<file path="src/rtl/tap_ir_dr.sv">
// tap_ir_dr: JTAG instruction / data register stage behind the TAP controller.
// It decodes the observed TAP state and captures, shifts and updates these registers:
//   - a 4-bit IR
//   - a 1-bit BYPASS register
//   - a 32-bit IDCODE register
//   - an 8-bit USER register
// Ports:
//   GCLK_Pad            clock, rising edge
//   TRST_Pad            async active-high reset
//   state_obs0..3_Pad   TAP state, bit0 is the LSB
//   TDI_Pad / TDO_Pad   serial data in and out. TDO is registered.
//   ir_q                active instruction
//   user_q              USER register parallel output
//   user_upd            1-cycle pulse after user_q is written
module tap_ir_dr #(
  parameter int          IR_W   = 4,
  parameter int          USER_W = 8,
  parameter logic [31:0] IDCODE = 32'h1A5C_0001
) (
  input  logic              GCLK_Pad,
  input  logic              TRST_Pad,
  input  logic              state_obs0_Pad,
  input  logic              state_obs1_Pad,
  input  logic              state_obs2_Pad,
  input  logic              state_obs3_Pad,
  input  logic              TDI_Pad,
  output logic              TDO_Pad,
  output logic [IR_W-1:0]   ir_q,
  output logic [USER_W-1:0] user_q,
  output logic              user_upd
);

  typedef enum logic [3:0] {
    EX2_DR = 4'h0, EX1_DR = 4'h1, SH_DR  = 4'h2, PAU_DR = 4'h3,
    SEL_IR = 4'h4, UPD_DR = 4'h5, CAP_DR = 4'h6, SEL_DR = 4'h7,
    EX2_IR = 4'h8, EX1_IR = 4'h9, SH_IR  = 4'hA, PAU_IR = 4'hB,
    RTI    = 4'hC, UPD_IR = 4'hD, CAP_IR = 4'hE, TLR    = 4'hF
  } tap_state_t;

  localparam logic [IR_W-1:0] OP_IDCODE = IR_W'(1);
  localparam logic [IR_W-1:0] OP_USER   = IR_W'(2);

  tap_state_t        s;
  logic [IR_W-1:0]   ir_sr;
  logic [31:0]       id_sr;
  logic [USER_W-1:0] usr_sr;
  logic [USER_W-1:0] usr_shift;
  logic              bp;
  logic              sel_id, sel_user;

  // All 16 codes are valid states, so the cast cannot produce an illegal value.
  assign s = tap_state_t'({state_obs3_Pad, state_obs2_Pad, state_obs1_Pad, state_obs0_Pad});

  // Any opcode other than IDCODE or USER selects BYPASS.
  assign sel_id   = (ir_q == OP_IDCODE);
  assign sel_user = (ir_q == OP_USER);

  // The shift is written with operators instead of a slice, so USER_W=1 still elaborates.
  assign usr_shift = (usr_sr >> 1) | (USER_W'(TDI_Pad) << (USER_W - 1));

  always_ff @(posedge GCLK_Pad or posedge TRST_Pad) begin
    if (TRST_Pad) begin
      ir_sr    <= '0;
      ir_q     <= OP_IDCODE;
      id_sr    <= '0;
      usr_sr   <= '0;
      bp       <= 1'b0;
      user_q   <= '0;
      user_upd <= 1'b0;
      TDO_Pad  <= 1'b0;
    end else begin
      user_upd <= 1'b0;
      TDO_Pad  <= 1'b0;
      case (s)
        TLR:    ir_q  <= OP_IDCODE;
        CAP_IR: ir_sr <= IR_W'(1);
        SH_IR: begin
          TDO_Pad <= ir_sr[0];
          ir_sr   <= {TDI_Pad, ir_sr[IR_W-1:1]};
        end
        UPD_IR: ir_q <= ir_sr;
        CAP_DR: begin
          if (sel_user)    usr_sr <= user_q;
          else if (sel_id) id_sr  <= IDCODE;
          else             bp     <= 1'b0;
        end
        SH_DR: begin
          if (sel_user) begin
            TDO_Pad <= usr_sr[0];
            usr_sr  <= usr_shift;
          end else if (sel_id) begin
            TDO_Pad <= id_sr[0];
            id_sr   <= {TDI_Pad, id_sr[31:1]};
          end else begin
            TDO_Pad <= bp;
            bp      <= TDI_Pad;
          end
        end
        UPD_DR: begin
          if (sel_user) begin
            user_q   <= usr_sr;
            user_upd <= 1'b1;
          end
        end
        default: ;
      endcase
    end
  end

endmodule

</file>
<file path="config.mk">
export PLATFORM = sky130hd
export DESIGN_NAME = tap_ir_dr
export DESIGN_NICKNAME = d
export VERILOG_FILES = /design/src/rtl/tap_ir_dr.sv
export SDC_FILE = /design/constraint.sdc
export NUM_CORES = 1
export LEC_CHECK = 0
export ABC_AREA = 0
export CAP_MARGIN = 15
export CORE_MARGIN = 5
export CORE_UTILIZATION = 60
export CTS_CLUSTER_DIAMETER = 60
export DETAILED_ROUTE_END_ITERATION = 8
export PLACE_DENSITY = 0.82
export SLEW_MARGIN = 20
export SYNTH_ARGS = -nofsm -noshare
export SYNTH_HDL_FRONTEND = slang
export SYNTH_SLANG_ARGS = --single-unit
</file>
<file path="constraint.sdc">
create_clock -name GCLK_Pad -period 3.71 [get_ports GCLK_Pad]
set_input_delay 0.742 -clock GCLK_Pad [delete_from_list [all_inputs] [get_ports GCLK_Pad]]
set_output_delay 0.742 -clock GCLK_Pad [all_outputs]
set_load 0.05 [all_outputs]
</file>
**Word-level counts from Yosys, hierarchy flattened**

Index checks and enable logic that the tools add are counted.

- Bits in read-only memories: 0
- Output and inout bits: 14
- Flip-flop bits (word level): 59
- Logic and storage cells: 53
- Bits in latches: 0
- Bits in writable memories: 0
- Input port bits: 7
- Memories kept: 0

- $lt $le $gt $ge: 0
- Eq/ne operators: 17
- Div/mod/pow operators: 0
- Bitwise logic cells: 1
- Multiplexer cells: 20
- Reductions and logical operators: 7
- $add $sub $neg: 0
- Shift-type cells: 0
- Multipliers: 0

Operator list:

| kind | number |
|---|---|
| $mux W32 | 4 |
| $pmux W32 S2 | 1 |
| $eq A4 B4 Y1 const B | 4 |
| $mux W8 | 2 |
| $ne A2 B2 Y1 const B | 8 |
| $pmux W4 S2 | 2 |
| $pmux W8 S2 | 1 |
| $reduce_and A5 Y1 | 2 |
| $eq A4 B2 Y1 const B | 2 |
| $eq A4 B3 Y1 const B | 2 |
| $mux W1 | 8 |
| $or A7 B8 Y8 | 1 |
| $reduce_bool A2 Y1 | 3 |
| $eq A4 B1 Y1 const B | 1 |
| $pmux W1 S2 | 2 |
| $reduce_and A3 Y1 | 1 |
| $reduce_and A2 Y1 | 1 |

**Depth between registers and ports, before layout**

Gate-level depths: netlist of the first run.

- Depth in word-level cells: 4
- Gate-level depth with buffers: 5

**Worst setup path before layout of the first run**

No wires, ideal clock.

- Kind: register to register
- Start point: reg ir_q[1]
- End point: reg user_q[0]
- Library setup time: 0.125 ns
- Arrival time: 2.229 ns
- Stages on the path, launching flop included: 6
- Path buffers: 2
- Path slack: 1.356 ns
- Path through: dfrtp_1 > buf_2 > or4b_1 > or4_1 > buf_6 > mux2_4

- Longest elaborated chain between the ends: 2

RTL lines:

| item | line | text |
|---|---|---|
| start, declared | 28 | `output logic [IR_W-1:0] ir_q,` |
| start signal, assigned | 81 | `UPD_IR: ir_q <= ir_sr;` |
| $eq A4 B2 Y1 | 56 | `assign sel_user = (ir_q == OP_USER);` |
| $reduce_and A2 Y1 (no source line) | n/a |  |
| end signal, assigned | 101 | `user_q <= usr_sr;` |
| end, declared | 29 | `output logic [USER_W-1:0] user_q,` |

Every way passes these cells.
A chain may end at the register's enable or synchronous reset.

**Worst setup path after layout of the first run**

- Start point: reg ir_q[0]
- End point: out ir_q[0]

No word-level cell between the ends.

==> results of run 1 <==
-- metal layers --
layer	wire, µm	GRT usage (%)
met5	0	0
met3	141	4.019
met1	1949	21.28
met4	136	10.84
met2	2024	25.09
-- power breakdown --
part	switching, W	internal (W)	total, W
clock	0.000230	0.000277	0.000507
combinational	0.000106	0.0000996	0.000205
sequential	0.0000481	0.000731	0.000779
total	0.000383	0.00111	0.00149
-- how the worst max path moves through the flow --
| stage | depth (start not counted) | to | startpoint | slack, ps |
|---|---|---|---|---|
| 2_1_floorplan | 5 | user_q[0] | ir_q[1] | 1360 |
| 3_3_place_gp | 4 | usr_sr[6] | state_obs1_Pad | 1090 |
| 3_5_place_dp | 4 | usr_sr[5] | state_obs1_Pad | 1020 |
| 4_1_cts | 1 | ir_q[0] | ir_q[0] | 1180 |
| 5_1_grt | 1 | ir_q[0] | ir_q[0] | 1160 |
| 6_report | 1 | ir_q[0] | ir_q[0] | 1200 |
-- cell usage in the layout, fill, tap and decap left out, drive strengths merged --
cell           netlist  layout
or4                  1       1
a21oi                1       1
nor2b               21      21
o21ai                8       8
clkbuf               7      14
nor4                 1       1
o31ai                2       2
o211ai               1       1
clkdlybuf4s50        0      20
nand2               11      11
nor2                15      15
dfrtp               58      58
nand4b               2       2
or2                  1       1
inv                 11      11
mux2i                8       8
o21a                 1       1
mux2                48      48
clkinv               0       2
nand3b               1       1
nand2b               6       6
xnor2                1       1
or4b                 1       1
dfstp                1       1
nand3                2       2
buf                  4       3
nor3b                2       2
-- state kept, by name, indices dropped and copies added (netlist names) --
register  cells
id_sr        32
ir_sr         4
bp            1
user_upd      1
usr_sr        8
user_q        8
TDO_Pad       1
ir_q          4
-- kinds of logic after synthesis --
family          Yosys count
xor+xnor                  1
compound gates           13
simple gates             64
mux                      56
buf+inv                  22
flops                    59
-- worst reg2reg max path, cell delays in order, from the launching register on --
cell,delay [ps]
dfrtp_1,440
or4b_1,560
or4_1,760
mux2_4,390
-- final cells by class --
cell class	instances	area, µm²
clock buffers	14	162.7
fillers	324	1264
well taps	52	65.06
inverters	11	41.29
flip-flops and latches	59	1478
repair buffers	23	222.7
multi-input cells	134	1081
clock inverters	2	10.01
-- per-stage QoR --
step / std cells / hold WS (ps) / instance area, µm² / setup slack, ps / util, %
after global placement: 279 / 479.1 / 2888 / 1092 / 66.78
after CTS: 295 / 498.4 / 3060 / 1183 / 70.78
after floorplan: 215 / 471.1 / 2658 / 1356 / -
final: 295 / 496.7 / 3060 / 1196 / 70.78
after global routing: 295 / 521.9 / 3060 / 1160 / 70.78
after detailed placement: 279 / 484.8 / 2888 / 1022 / 66.78
==> results.sh, run 1 <==
export IMPL_critPathBufInv=1
export IMPL_via_per_inst=5.380
export IMPL_synthArstFlopShare_pct=100.0
export IMPL_drt_initial_drc_count=112
export IMPL_reg2reg_from="ir_q[3]"
export IMPL_ant_nets=0
export IMPL_clock_skew_ps=7.087
export IMPL_via_count=1587
export IMPL_reg2reg_slack_ps=1440
export IMPL_die_h_um=76.55
export IMPL_slew_violations=0
export IMPL_cts_resized=0
export IMPL_reg2reg_depth=3
export IMPL_synth_net_count=222
export IMPL_synth_edf_count=0
export IMPL_ys_ff_latch=59
export IMPL_hold_path_end="id_sr[2]"
export IMPL_outcome="finished clean"
export IMPL_grt_pass1_wl_mm=7.755
export IMPL_path_clk_slew_ps=60
export IMPL_cts_buffers=9
export IMPL_rsz0062_at_grt="no"
export IMPL_io_pins=21
export IMPL_ys_warn_count=0
export IMPL_tns_ps=0
export IMPL_syn_inst=215
export IMPL_insertion_delay_ps=330
export IMPL_max_cap_viol_count=0
export IMPL_period_needed_ps=2514
export IMPL_die_area_um2=5860
export IMPL_fin_nets=245
export IMPL_dp_hpwl_mm=2.810
export IMPL_synthMuxAreaShare_pct=24.48
export IMPL_ys_types=28
export IMPL_grt_max_degree=47
export IMPL_cts_tree="yes"
export IMPL_drc_errors=0
export IMPL_path_cells="clkdlybuf4s50_1"
export IMPL_holdCritStartpoint="id_sr[2]"
export IMPL_power_w=0.001491
export IMPL_worst_pin_slew_ps=522.1
export IMPL_synthXorXnorAreaFrac_pct=0.3296
export IMPL_slowest_stage="clkdlybuf4s50_1"
export IMPL_yosys_top_cells_count="dfrtp_1 (58), mux2_2 (40), nor2b_1 (21)"
export IMPL_antenna_found_initial=0
export IMPL_clockBufferDepth=2
export IMPL_area_delta_synth_final_pct=15.16
export IMPL_critPathRequiredTime_ps=2970
export IMPL_core_um2=4324
export IMPL_netlist_top_cells_area="dfrtp_1 (55%), mux2_2 (17%), nor2b_1 (4.9%)"
export IMPL_vdd_ir_drop_max_mv=0.2911
export IMPL_cellPowerDensity_nw_per_um2=487.2
export IMPL_critPathKind="reg2out"
export IMPL_cts_sinks=59
export IMPL_synth_adder_area_share_pct=0
export IMPL_ys_seq_area_share_pct=55.60
export IMPL_fin_crit_sh_pct=67.77
export IMPL_r2r_end="user_q[2]"
export IMPL_wl_per_cell_um=14.41
export IMPL_maxSlewHeadroom_pct=65.19
export IMPL_synth_compound_area_share_pct=2.825
export IMPL_leakage_nw=1.556
export IMPL_synth_cell_area_um2=2658
export IMPL_hold_path_depth=1
export IMPL_cts_hold_buf=0
export IMPL_htreeDepth=3
export IMPL_clock_fmax_mhz=397.7
export IMPL_clock_root_buffer="clkbuf_8"
export IMPL_avgSynthCellArea_um2=12.36
export IMPL_cts_setup_buffers=0
export IMPL_grt_usage_pct=16.64
export IMPL_yosysMostFrequentCell="dfrtp_1"
export IMPL_crit_path_end_kind="primary output"
export IMPL_synth_largest_area_cell="dfrtp_1"
export IMPL_slowest_delay_ps=830
export IMPL_io_buffers=20
export IMPL_drt_wl_total_mm=4.251
export IMPL_start_util_pct=61.46
export IMPL_drive_above_1_share_pct=27.57
export IMPL_hold_path_class="reg2reg"
export IMPL_ys_flop_type="dfrtp_1"
export IMPL_num_rows=24
export IMPL_synth_top_family_by_area="multiplexers"
export IMPL_die_w_um=76.55
export IMPL_hold_viol_final=0
export IMPL_setup_viol=0
export IMPL_gp_congestion=0.7913
export IMPL_synth_top_cell_area_share_pct=54.61
export IMPL_grt_overflow=0
export IMPL_crit_fanout=8
export IMPL_worst_ep_arrival_time_ps=1770
export IMPL_n_antenna_cell=0
export IMPL_cp_top_family="buffers and inverters"
export IMPL_synthSimpleGateAreaFrac_pct=13.04
export IMPL_firstDrtPassIters=4
export IMPL_crit_path_start_kind="register"
export IMPL_grt_pass1_vias=1684
Power figures use the tool's default switching activity.
==> run 2: changes to the inputs <==
- CORE_UTILIZATION: 60 -> 52
- PLACE_DENSITY: 0.82 -> 0.75
- clock period: 3.71 -> 2.1 ns (I/O delays scaled with it)
==> run 2 against run 1 <==
Compared with the run above: design area rose by 6.8%; core utilization fell by 5.9 points; global-route usage is 0.55 points lower; first-iteration DRC count shrank 39%; via count increased by 2.5%; sequential power increased by 75%; sequential share of layout area shrank 3.0 points; sequential cell count is the same; hold slack got worse by 130 ps; clock skew about the same; setup slack worse by 1200 ps; non-clock buffer count grew 13; largest cell class unchanged.
==> results.sh, run 2 (synthesized netlist as in run 1, its figures left out) <==
export IMPL_wl_per_cell_um=14.01
export IMPL_critPathKind="reg2reg"
export IMPL_tns_ps=0
export IMPL_fin_crit_sh_pct=98.28
export IMPL_n_fill_cell=386
export IMPL_firstDrtPassIters=4
export IMPL_clock_skew_ps=7.102
export IMPL_met3_usage_pct=6.908
export IMPL_cts_setup_buffers=0
export IMPL_final_common_cell="dfrtp_1"
export IMPL_via_count=1627
export IMPL_cellPowerDensity_nw_per_um2=895.4
export IMPL_die_w_um=81.49
export IMPL_cts_sinks=59
export IMPL_antenna_found_initial=0
export IMPL_grt_busiest_layer="met2"
export IMPL_io_pins=21
export IMPL_insertion_delay_ps=340
export IMPL_htreeDepth=3
export IMPL_crit_fanout=9
export IMPL_outcome="finished clean"
export IMPL_drc_errors=0
export IMPL_slew_violations=0
export IMPL_regMostFlops="id_sr"
export IMPL_die_h_um=81.49
export IMPL_top_regs="id_sr x32, user_q x8, usr_sr x8"
export IMPL_vdd_ir_drop_max_mv=0.5640
export IMPL_holdWs_ps=368.3
export IMPL_via_per_inst=5.006
export IMPL_crit_path_start_kind="register"
export IMPL_leakage_nw=1.674
export IMPL_n_antenna_cell=0
export IMPL_path_clk_slew_ps=70
export IMPL_grt_overflow=0
export IMPL_grt_usage_pct=16.09
export IMPL_slowest_delay_ps=570
export IMPL_maxSlewHeadroom_pct=66.16
export IMPL_largest_reg_flops=32
export IMPL_slowest_stage="or4b_1"
export IMPL_ant_nets=0
export IMPL_num_rows=26
export IMPL_grt_pass1_vias=1636
export IMPL_clockBufferDepth=2
export IMPL_io_buffers=20
export IMPL_start_util_pct=52.70
export IMPL_core_um2=5042
export IMPL_clock_root_buffer="clkbuf_8"
export IMPL_critPathRequiredTime_ps=2330
export IMPL_clock_fmax_mhz=484.5
export IMPL_worst_pin_slew_ps=506.7
export IMPL_grt_pass1_wl_mm=7.838
export IMPL_drive_above_1_share_pct=34.12
export IMPL_hold_viol_final=0
export IMPL_die_area_um2=6641
export IMPL_cts_buffers=9
export IMPL_period_needed_ps=2064
export IMPL_area_delta_synth_final_pct=23.02
export IMPL_use_met2_pct=23.70
export IMPL_cts_hold_buf=0
export IMPL_setup_viol=0
export IMPL_drt_wl_total_mm=4.553
export IMPL_cts_tree="yes"
export IMPL_crit_path_end_kind="register"
export IMPL_dp_hpwl_mm=2.992
export IMPL_gp_congestion=0.9066
export IMPL_rsz0062_at_grt="no"
export IMPL_fin_nets=258
export IMPL_grt_max_degree=33
export IMPL_path_cells="or4b_1, or4_4, buf_6, mux2_4"
export IMPL_worst_ep_arrival_time_ps=2290
export IMPL_met1_usage_pct=20.59
export IMPL_drt_initial_drc_count=68
export IMPL_mostFrequentLayoutCells="dfrtp_1 (55), mux2_2 (40), nor2b_1 (21)"
export IMPL_hold_path_class="in2async"
export IMPL_max_cap_viol_count=0
[run 2: cell types whose count changed in the layout (fill, tap and decap cells not counted), sizes merged]
| cell | before | now |
|---|---|---|
| clkdlybuf4s50 | 20 | 18 |
| buf | 3 | 17 |
| clkbuf | 14 | 11 |
| dlymetal6s2s | 0 | 1 |
| bufinv | 0 | 2 |
[run 2: per-stage QoR]
stage / total power (W) / instances / worst slack, ps / util (%) / instance area [µm²]
after global placement: 0.001764 / 310 / 45.58 / 60.17 / 3034
final: 0.002927 / 325 / 36.10 / 64.84 / 3269
after detailed placement: 0.001782 / 310 / 31.65 / 60.17 / 3034
after floorplan: 0.001664 / 215 / -64.58 / - / 2668
after CTS: 0.002953 / 325 / 5.437 / 64.71 / 3263
after global routing: 0.003063 / 325 / 1.930 / 64.84 / 3269
[run 2: what timing repair did]
item / CTS / global route
pin swaps: 0 / 0
resized for setup: 1 / 2
setup endpoints to repair: 8 / 9
[run 2: layout make-up]
class | count | area [µm²] | share of cell area (%)
clock buffers | 11 | 151.4 | 4.631
multi-input cells | 134 | 1085 | 33.18
inverters | 11 | 41.29 | 1.263
repair buffers | 36 | 349.1 | 10.68
well taps | 70 | 87.58 | 2.679
flip-flops and latches | 59 | 1481 | 45.31
clock inverters | 4 | 73.82 | 2.258
[run 2: worst paths after layout]
check                          start   endpoint  slack (ps)  cells past startpoint
min in group GCLK_Pad      id_sr[10]  id_sr[10]         490                      1
max                          ir_q[3]  user_q[7]          40                      4
min reg2reg                id_sr[10]  id_sr[10]         490                      1
max in group asynchronous   TRST_Pad   id_sr[5]        1170                      3
min                         TRST_Pad  id_sr[31]         370                      2
max reg2reg                  ir_q[3]  user_q[7]          40                      4
[run 2: routing by layer]
| metal | vias to the layer above | wire, µm |
|---|---|---|
| met5 | - | 0 |
| met4 | 0 | 79 |
| met3 | 9 | 260 |
| met2 | 34 | 2109 |
| met1 | 790 | 2104 |
| li1 | 794 | - |
[run 2: power breakdown]
| part | switching [W] | leakage (nW) | total [W] | internal, W |
|---|---|---|---|---|
| clock | 0.000444 | 0.115 | 0.00117 | 0.000726 |
| combinational | 0.000204 | 0.785 | 0.000401 | 0.000197 |
| sequential | 0.0000659 | 0.774 | 0.00136 | 0.00129 |
[run 2: critical path: cells and delay by family (launching register included)]
family | cells | cell delay, ps
buffers and inverters | 1 | 170
DFF | 1 | 400
muxes | 1 | 300
and+or+nand+nor | 2 | 1080
==> run 3: changes to the inputs <==
- CORE_UTILIZATION: 52 -> 60
- PLACE_DENSITY: 0.75 -> 0.82
- clock period: 2.1 -> 2.57 ns (I/O delays scaled with it)
==> run 3 against run 2 <==
Compared with the run above: design area is 4.7% lower; hold slack better by 130 ps; critical path depth is 3 lower; clock power is 32% lower; register-to-register slack better by 410 ps; clock skew is 1.7 ps lower; wire length is 4.5% lower; first-iteration DRC count is 44% higher; largest cell class unchanged.
==> results.sh, run 3 (synthesized netlist as in run 1, its figures left out) <==
export IMPL_outcome="finished clean"
export IMPL_regMostFlops="id_sr"
export IMPL_dp_hpwl_mm=2.797
export IMPL_crit_fanout=8
export IMPL_grt_pass1_wl_mm=7.941
export IMPL_grt_pass1_vias=1703
export IMPL_num_rows=24
export IMPL_period_needed_ps=2258
export IMPL_worst_ep_arrival_time_ps=1740
export IMPL_hold_viol_final=0
export IMPL_grt_usage_pct=16.89
export IMPL_cts_setup_buffers=0
export IMPL_dp_slack_ps=274.9
export IMPL_power_frac_clock_pct=35.9
export IMPL_final_common_cell="dfrtp_1"
export IMPL_hold_path_class="reg2reg"
export IMPL_vdd_ir_drop_max_mv=0.5135
export IMPL_area_delta_synth_final_pct=17.18
export IMPL_holdWs_ps=497.1
export IMPL_power_internal_w=0.001656
export IMPL_cts_tree="yes"
export IMPL_layout_setup_ws_ps=312.2
export IMPL_core_um2=4324
export IMPL_drc_errors=0
export IMPL_cts_resized=0
export IMPL_mostFrequentLayoutCells="dfrtp_1 (58), mux2_2 (40), nor2b_1 (21)"
export IMPL_maxSlewHeadroom_pct=64.68
export IMPL_antenna_found_initial=0
export IMPL_wl_per_cell_um=14.59
export IMPL_critPathRequiredTime_ps=2060
export IMPL_p_switching_w=0.0005522
export IMPL_fin_crit_sh_pct=87.85
export IMPL_io_pins=21
export IMPL_grt_max_degree=37
export IMPL_clock_fmax_mhz=442.9
export IMPL_seqCellArea_um2=1478
export IMPL_drt_wl_total_mm=4.348
export IMPL_firstDrtPassIters=4
export IMPL_path_cells="clkdlybuf4s50_1"
export IMPL_cts_hold_buf=0
export IMPL_setup_viol=0
export IMPL_start_util_pct=61.46
export IMPL_clock_root_buffer="clkbuf_8"
export IMPL_max_cap_viol_count=0
export IMPL_die_w_um=76.55
export IMPL_cellPowerDensity_nw_per_um2=709.1
export IMPL_cts_buffers=9
export IMPL_ant_nets=0
export IMPL_critPathBufInv=1
export IMPL_slew_violations=0
export IMPL_die_area_um2=5860
export IMPL_switching_share_pct=25.00
export IMPL_insertion_delay_ps=320
export IMPL_tns_ps=0
export IMPL_multi_input_area_um2=1081
export IMPL_combPwrFrac_pct=13.4
export IMPL_cp_top_family="buffers and inverters"
export IMPL_io_buffers=20
export IMPL_htreeDepth=3
export IMPL_crit_path_start_kind="register"
export IMPL_clockBufferDepth=2
export IMPL_slowest_delay_ps=820
export IMPL_critPathKind="reg2out"
export IMPL_drive_above_1_share_pct=28.86
export IMPL_power_frac_seq_pct=50.7
export IMPL_die_h_um=76.55
export IMPL_slowest_stage="clkdlybuf4s50_1"
export IMPL_via_count=1627
export IMPL_clock_skew_ps=5.438
export IMPL_leakage_nw=1.583
export IMPL_fin_nets=248
export IMPL_path_clk_slew_ps=60
export IMPL_cts_sinks=59
export IMPL_grt_overflow=0
export IMPL_via_per_inst=5.460
export IMPL_worst_pin_slew_ps=529.1
export IMPL_largest_reg_flops=32
export IMPL_gp_congestion=0.7919
export IMPL_rsz0062_at_grt="no"
export IMPL_top_regs="id_sr x32, user_q x8, usr_sr x8"
export IMPL_crit_path_end_kind="primary output"
export IMPL_n_antenna_cell=0
export IMPL_drt_initial_drc_count=98
export IMPL_n_fill_cell=305
## run 3: final timing paths
kind	startpoint	endpoint	slack (ps)	depth (start not counted)
min in group asynchronous	TRST_Pad	usr_sr[5]	540	2
min reg2reg	id_sr[14]	id_sr[14]	500	1
max in group asynchronous	TRST_Pad	ir_q[0]	1390	3
min	id_sr[14]	id_sr[14]	500	1
max	ir_q[0]	ir_q[0]	310	1
max reg2reg	ir_q[3]	user_q[5]	450	4
## run 3: through the flow
stage	std cells	power [W]	area (µm²)	util, %
detailed placement	282	0.001436	2923	67.59
finish	298	0.002208	3114	72.02
global route	298	0.002337	3114	72.02
floorplan	215	0.001358	2658	-
CTS	298	0.002235	3114	72.02
global placement	282	0.001422	2923	67.59
## run 3: power by group through the flow
stage	Combinational (W)	Sequential (W)	Clock, W
6_report	0.000296	0.00112	0.000792
5_1_grt	0.000339	0.00114	0.000861
4_1_cts	0.000302	0.00112	0.000812
3_5_place_dp	0.000300	0.00114	0
3_3_place_gp	0.000289	0.00113	0
2_1_floorplan	0.000217	0.00114	0
## run 3: layer usage
layer	track usage (%)	vias to the layer above	part of all wire [%]
met3	3.310	9	2.8
li1	-	773	-
met2	27.05	18	50
met1	21.20	827	45
met4	9.790	0	2.3
met5	0	-	0
## run 3: final cells by class
class                   instances  share of cell area, %
well taps                      52                  2.089
repair buffers                 26                  8.276
multi-input cells             134                  34.71
flip-flops and latches         59                  47.45
clock buffers                  15                  5.986
inverters                      11                  1.326
clock inverters                 1                 0.1607
==> edit 1: new RTL, flow settings as in run 2 <==
`IR_W`: 4 -> 6.
--- a/src/rtl/tap_ir_dr.sv
+++ b/src/rtl/tap_ir_dr.sv
@@ -13,7 +13,7 @@
 //   user_q              USER register parallel output
 //   user_upd            1-cycle pulse after user_q is written
 module tap_ir_dr #(
-  parameter int          IR_W   = 4,
+  parameter int          IR_W   = 6,
   parameter int          USER_W = 8,
   parameter logic [31:0] IDCODE = 32'h1A5C_0001
 ) (
Interface: changed (resized ir_q); port bits go from 21 to 23. No check against the original RTL was run, so the function may have changed too.
==> edit 1 against run 2 <==
Final cell count is 11% higher. Routed wire length is 3.3% higher. Register-to-register slack better by 0.25 ns. Utilization is 1.5 points lower. Global-route usage is 0.41 points higher. Area after synthesis is 0.75% higher. Sequential cell count is 4 higher. Power is 9.7% lower. Setup slack better by 0.024 ns. Largest power group unchanged. Cell area is 2.3% lower. Combinational power is 20% lower. Synthesized cell count is 21% higher.
==> edit 1: results (changes against run 2) <==
* Later-pin clock latency in the skew report at ~0.33 ns
* Vias in the first global route at 1743 (+6.5%)
* Initial antenna violation count at 0 (unchanged)
* Initial drt markers at 117 (+72%)
* Synth Warn # at 0 (unchanged)
* Via/cell ratio at 4.989 (-0.34%)
* IO buf count at 22 (+10%)
* RD Place Congestion at 0.7695 (-15%)
* PostCTS Resize Cnt at 0 (-1)
* Tightest Pin Transition at 0.5016 ns (-0.005102 ns)
* Post-DP HPWL at 3073 µm (+2.7%)
* Share of cells above drive strength 1 at 12.33% (-22 points)
* Clock root buffer: clkbuf_8
* Post-Route WL at 4704 µm (+3.3%)
* Leak Pwr at 1.415 nW (-15%)
* Final clock skew at 0.009608 ns (+0.002506 ns)
* Worst vdd ir at 0.0005447 V (-3.4%)
* H-tree depth at 3 (unchanged)
* N_diodes at 0 (unchanged)
* First-pass GRT wire length at 8169 µm (+4.2%)
* Worst stage delay on the critical path at 0.85 ns (+0.28 ns)
* Outcome: completed
* Setup Buffers After CTS at 0 (unchanged)
* Met1 wire length at 2389 µm (+14%)
* Worst Hold Class: input pin to async pin
* TritonCTS buffer count at 9 (unchanged)
* Critical path fanouts, max at 6 (-3)
* Sequential area share after synthesis at 58.93% (+3.3 points)
* Net count of the mapped netlist at 268 (+21%)
* Synth top cells by count: dfrtp_1 (62), nand2_1 (52), o21ai_0 (51)
* Cell Int Power at 1.967 mW (-11%)
* Fill count at 432 (+12%)
* Final #Nets at 294 (+14%)
* CP arrival at 1.62 ns (-0.67 ns)
* Aggregate global-route resource usage at 16.49% (+0.41 points)
* Initial DRT Pass Iterations at 4 (unchanged)
* DR WL met2 at 2083 µm (-1.2%)
* Met3 Wirelength at 115 µm (-56%)
* CTS clock-pin slew for the worst setup and hold paths at 0.07 ns (about the same)
* CP top delay family: buffers and inverters
* Pin count of the biggest net entering global routing at 65 (+97%)
* Register bit total from synthesis at 63 (+6.8%)
* Top post-synthesis cells by area: dfrtp_1 (58%), o21ai_0 (9.5%), nand2b_1 (7.5%)
* Worst-case clock buffer depth at 2 (unchanged)
* Distinct cells, synth at 24 (-14%)
* Worst r2r path cells at 4 (unchanged)
* CP max stage cell: clkdlybuf4s50_1
* Biggest regs: id_sr: 32 flops, user_q: 8 flops, usr_sr: 8 flops
edit 1: cell types whose count changed after synthesis, moves of 5 or more:
cell	change
nor2_1	-5
mux2_4	-8
inv_1	-8
nor2b_1	-18
clkbuf_1	+6
mux2_2	-30
nand2b_1	+26
nand2_1	+41
o21ai_0	+43
edit 1: path summary, 6_finish.rpt:
check,endpoint,slack [ns],from
max in group asynchronous,ir_q[0]$_DFFE_PP1P_,1.35,TRST_Pad
min in group GCLK_Pad,id_sr[29]$_DFFE_PP0P_,0.48,id_sr[29]$_DFFE_PP0P_
max,ir_q[1],0.06,ir_q[1]$_DFFE_PP0P_
min,id_sr[13]$_DFFE_PP0P_,0.44,TRST_Pad
max reg2reg,user_q[4]$_DFFE_PP0P_,0.29,ir_q[5]$_DFFE_PP0P_
min reg2reg,id_sr[29]$_DFFE_PP0P_,0.48,id_sr[29]$_DFFE_PP0P_
edit 1: layout make-up:
cell class / count / area [µm²] / area share [%]
Clock buffer: 15 / 166.4 / 5.208
Clock inverter: 1 / 5.005 / 0.1566
Inverter: 3 / 11.26 / 0.3524
Multi-Input combinational cell: 181 / 1040 / 32.54
Sequential cell: 63 / 1578 / 49.37
Tap cell: 70 / 87.58 / 2.741
Timing Repair Buffer: 29 / 307.8 / 9.632
edit 1: cells by family after synthesis:
kind of cell,after synthesis,synth area share [%]
muxes,18,7.196
and+or+nand+nor,109,21.12
DFF,63,58.93
buffers and inverters,17,2.430
AOI/OAI and AO/OA,54,10.33
edit 1: metrics by stage:
| step | total power, mW | cells | area (µm²) | setup slack (ns) | utilization [%] |
|---|---|---|---|---|---|
| final | 2.644 | 362 | 3196 | 0.05978 | 63.37 |
| after global routing | 2.788 | 362 | 3196 | 0.02593 | 63.37 |
| after CTS | 2.670 | 362 | 3196 | 0.05107 | 63.37 |
| after detailed placement | 1.762 | 346 | 3024 | 0.06262 | 59.98 |
| after global placement | 1.744 | 346 | 3024 | 0.09362 | 59.98 |
| after floorplan | 1.649 | 261 | 2678 | 0.1119 | - |
edit 1: metal layers:
| metal | vias to the layer above | track usage [%] |
|---|---|---|
| li1 | 918 | - |
| met1 | 857 | 22.90 |
| met2 | 20 | 23.51 |
| met3 | 11 | 3.728 |
| met4 | 0 | 9.967 |
| met5 | - | 0 |
edit 1: power groups by stage:
| stage | Clock, mW | Combinational (mW) | Sequential (mW) |
|---|---|---|---|
| after floorplan | 0 | 0.196 | 1.45 |
| after global placement | 0 | 0.313 | 1.43 |
| after detailed placement | 0 | 0.328 | 1.43 |
| after CTS | 0.929 | 0.328 | 1.41 |
| after global routing | 0.986 | 0.370 | 1.43 |
| final | 0.909 | 0.322 | 1.41 |
==> edit 2: new RTL, settings of run 2 <==
Without the edit above. Add an input register stage for `state_obs0_Pad`, `state_obs1_Pad`, `state_obs2_Pad`, `state_obs3_Pad` and `TDI_Pad`, cleared by the reset; this delays them by one clock. Comments in the files are not updated.
--- a/src/rtl/tap_ir_dr.sv
+++ b/src/rtl/tap_ir_dr.sv
@@ -40,6 +40,28 @@
   localparam logic [IR_W-1:0] OP_IDCODE = IR_W'(1);
   localparam logic [IR_W-1:0] OP_USER   = IR_W'(2);
 
+  logic state_obs0_Pad_q;
+  logic state_obs1_Pad_q;
+  logic state_obs2_Pad_q;
+  logic state_obs3_Pad_q;
+  logic TDI_Pad_q;
+
+  always_ff @(posedge GCLK_Pad or posedge TRST_Pad) begin
+    if (TRST_Pad) begin
+      state_obs0_Pad_q <= '0;
+      state_obs1_Pad_q <= '0;
+      state_obs2_Pad_q <= '0;
+      state_obs3_Pad_q <= '0;
+      TDI_Pad_q        <= '0;
+    end else begin
+      state_obs0_Pad_q <= state_obs0_Pad;
+      state_obs1_Pad_q <= state_obs1_Pad;
+      state_obs2_Pad_q <= state_obs2_Pad;
+      state_obs3_Pad_q <= state_obs3_Pad;
+      TDI_Pad_q        <= TDI_Pad;
+    end
+  end
+
   tap_state_t        s;
   logic [IR_W-1:0]   ir_sr;
   logic [31:0]       id_sr;
@@ -49,14 +71,14 @@
   logic              sel_id, sel_user;
 
   // All 16 codes are valid states, so the cast cannot produce an illegal value.
-  assign s = tap_state_t'({state_obs3_Pad, state_obs2_Pad, state_obs1_Pad, state_obs0_Pad});
+  assign s = tap_state_t'({state_obs3_Pad_q, state_obs2_Pad_q, state_obs1_Pad_q, state_obs0_Pad_q});
 
   // Any opcode other than IDCODE or USER selects BYPASS.
   assign sel_id   = (ir_q == OP_IDCODE);
   assign sel_user = (ir_q == OP_USER);
 
   // The shift is written with operators instead of a slice, so USER_W=1 still elaborates.
-  assign usr_shift = (usr_sr >> 1) | (USER_W'(TDI_Pad) << (USER_W - 1));
+  assign usr_shift = (usr_sr >> 1) | (USER_W'(TDI_Pad_q) << (USER_W - 1));
 
   always_ff @(posedge GCLK_Pad or posedge TRST_Pad) begin
     if (TRST_Pad) begin
@@ -76,7 +98,7 @@
         CAP_IR: ir_sr <= IR_W'(1);
         SH_IR: begin
           TDO_Pad <= ir_sr[0];
-          ir_sr   <= {TDI_Pad, ir_sr[IR_W-1:1]};
+          ir_sr   <= {TDI_Pad_q, ir_sr[IR_W-1:1]};
         end
         UPD_IR: ir_q <= ir_sr;
         CAP_DR: begin
@@ -90,10 +112,10 @@
             usr_sr  <= usr_shift;
           end else if (sel_id) begin
             TDO_Pad <= id_sr[0];
-            id_sr   <= {TDI_Pad, id_sr[31:1]};
+            id_sr   <= {TDI_Pad_q, id_sr[31:1]};
           end else begin
             TDO_Pad <= bp;
-            bp      <= TDI_Pad;
+            bp      <= TDI_Pad_q;
           end
         end
         UPD_DR: begin
Behaviour: not the same (Yosys sat finds a counterexample within 4 cycles, from zero or initial values and one cycle with TRST_Pad high).
==> edit 2 against run 2 <==
Area after synthesis is 4.7% higher. Sequential cell count is 5 higher. Cell area is 1.0% higher. Critical endpoint is now ir_q[3]. Via count is 0.18% higher. Fmax is 1.2% higher. Routed wire length is 4.3% lower. Largest cell class unchanged. Largest power group unchanged. Setup slack better by 0.025 ns. Sequential share of layout area is 3.3 points higher. Power is 1.1% lower.
==> edit 2: results (changes against run 2) <==
* First-pass GRT wire length at 7900 µm (+0.79%)
* Worst Hold Class: input pin to async pin
* Max-slew headroom at 65.73% (-0.43 points)
* Worst stage delay on the critical path at 0.80 ns (+0.23 ns)
* GR Util met2 at 21.87% (-1.8 points)
* Post-Route WL at 4355 µm (-4.3%)
* Sequential area share after synthesis at 57.60% (+2.0 points)
* Initial drt markers at 109 (+60%)
* CP max stage cell: clkdlybuf4s50_1
* Grt met3 use at 2.376% (-4.5 points)
* GR Util met1 at 18.53% (-2.1 points)
* Outcome: completed
* Cell Int Power at 2.176 mW (-1.7%)
* Leak Pwr at 1.676 nW (+0.14%)
* Pin count of the biggest net entering global routing at 65 (+97%)
* Ys async rst share at 100.0% (unchanged)
* Final clock skew at 0.006485 ns (-0.0006164 ns)
* Later-pin clock latency in the skew report at 0.33 ns
* Synth top area share at 56.65% (+2.0 points)
* Vias in the first global route at 1722 (+5.3%)
* Post-DP Area at 3094 µm² (+2.0%)
* N_diodes at 0 (unchanged)
* Fill count at 429 (+11%)
* CP top delay family: buffers and inverters
* Clock root buffer: clkbuf_8
* Power per standard cell area at 876.6 nW/µm² (-2.1%)
* Critical path fanouts, max at 5 (-4)
* H-tree depth at 3 (unchanged)
* PostCTS Resize Cnt at 0 (-1)
* RD Place Congestion at 0.7904 (-13%)
* Net count of the mapped netlist at 227 (+2.3%)
* Top post-synthesis cells by area: dfrtp_1 (57%), mux2_2 (16%), nor2b_1 (4.7%)
* Aggregate global-route resource usage at 14.17% (-1.9 points)
* Initial antenna violation count at 0 (unchanged)
* Distinct cells, synth at 28 (unchanged)
* Setup Buffers After CTS at 0 (unchanged)
* Synth top cells by count: dfrtp_1 (63), mux2_2 (40), nor2b_1 (21)
* Total number of vias at 1630 (+0.18%)
* Synth Warn # at 0 (unchanged)
* CP arrival at 1.62 ns (-0.67 ns)
* Final #Nets at 256 (-0.78%)
* Initial DRT Pass Iterations at 4 (unchanged)
* Post-DP HPWL at 2731 µm (-8.7%)
* Worst-case clock buffer depth at 2 (unchanged)
* Share of cells above drive strength 1 at 31.50% (-2.6 points)
* Worst vdd ir at 0.0004546 V (-19%)
## edit 2: cell count changes after synthesis
cell / change
dfrtp_1: +5
## edit 2: per-layer routing
metal / share of wire, % / up-vias
met1: 49 / 799
met2: 46 / 26
met3: 2.6 / 9
met4: 2.0 / 0
li1: - / 796
met5: 0 / -
## edit 2: area by class of cell
cell class                 instances  area share (%)
clock buffer                      11           4.583
sequential                        64           48.64
timing repair buffer              29           8.485
multi-input combinational        134           32.73
tap                               70           2.652
clock inverter                     5           1.667
inverter                          11           1.250
## edit 2: metrics by stage
step                hold slack, ns  total power, mW  setup slack (ns)  std cells
global placement            0.4793            1.848            0.1667        308
finish                      0.4640            2.896           0.06123        324
floorplan                   0.4514            1.764          -0.05782        220
global route                0.4961            3.062           0.02449        324
CTS                         0.4726            2.935          0.002878        324
detailed placement          0.4850            1.865            0.1088        308
## edit 2: worst min-delay path, delay by kind of cell
| kind | cells | cell delay (ns) |
|---|---|---|
| buffers and inverters | 3 | 0.77 |
## edit 2: path summary, 6_finish.rpt
kind,from,end,slack [ns],cells past startpoint
min in group GCLK_Pad,id_sr[8]$_DFFE_PP0P_,id_sr[8]$_DFFE_PP0P_,0.50,1
worst min register to register,id_sr[8]$_DFFE_PP0P_,id_sr[8]$_DFFE_PP0P_,0.50,1
worst max register to register,ir_q[3]$_DFFE_PP0P_,user_q[2]$_DFFE_PP0P_,0.11,4
max in group asynchronous,TRST_Pad,ir_q[0]$_DFFE_PP1P_,1.32,3
worst min-delay path,TRST_Pad,id_sr[16]$_DFFE_PP0P_,0.46,3
worst max-delay path,ir_q[3]$_DFFE_PP0P_,ir_q[3],0.06,2
## edit 2: power groups by stage
stage | clock network, mW | logic, mW | registers, mW
floorplan | 0 | 0.265 | 1.50
global placement | 0 | 0.372 | 1.48
detailed placement | 0 | 0.384 | 1.48
CTS | 1.09 | 0.386 | 1.46
global route | 1.15 | 0.432 | 1.48
finish | 1.06 | 0.377 | 1.46
## edit 2: kinds of logic after synthesis
group,synth area share (%)
compound gates,2.698
xor+xnor,0.3148
buf+inv,3.552
flops,57.60
mux,23.38
simple gates,12.46
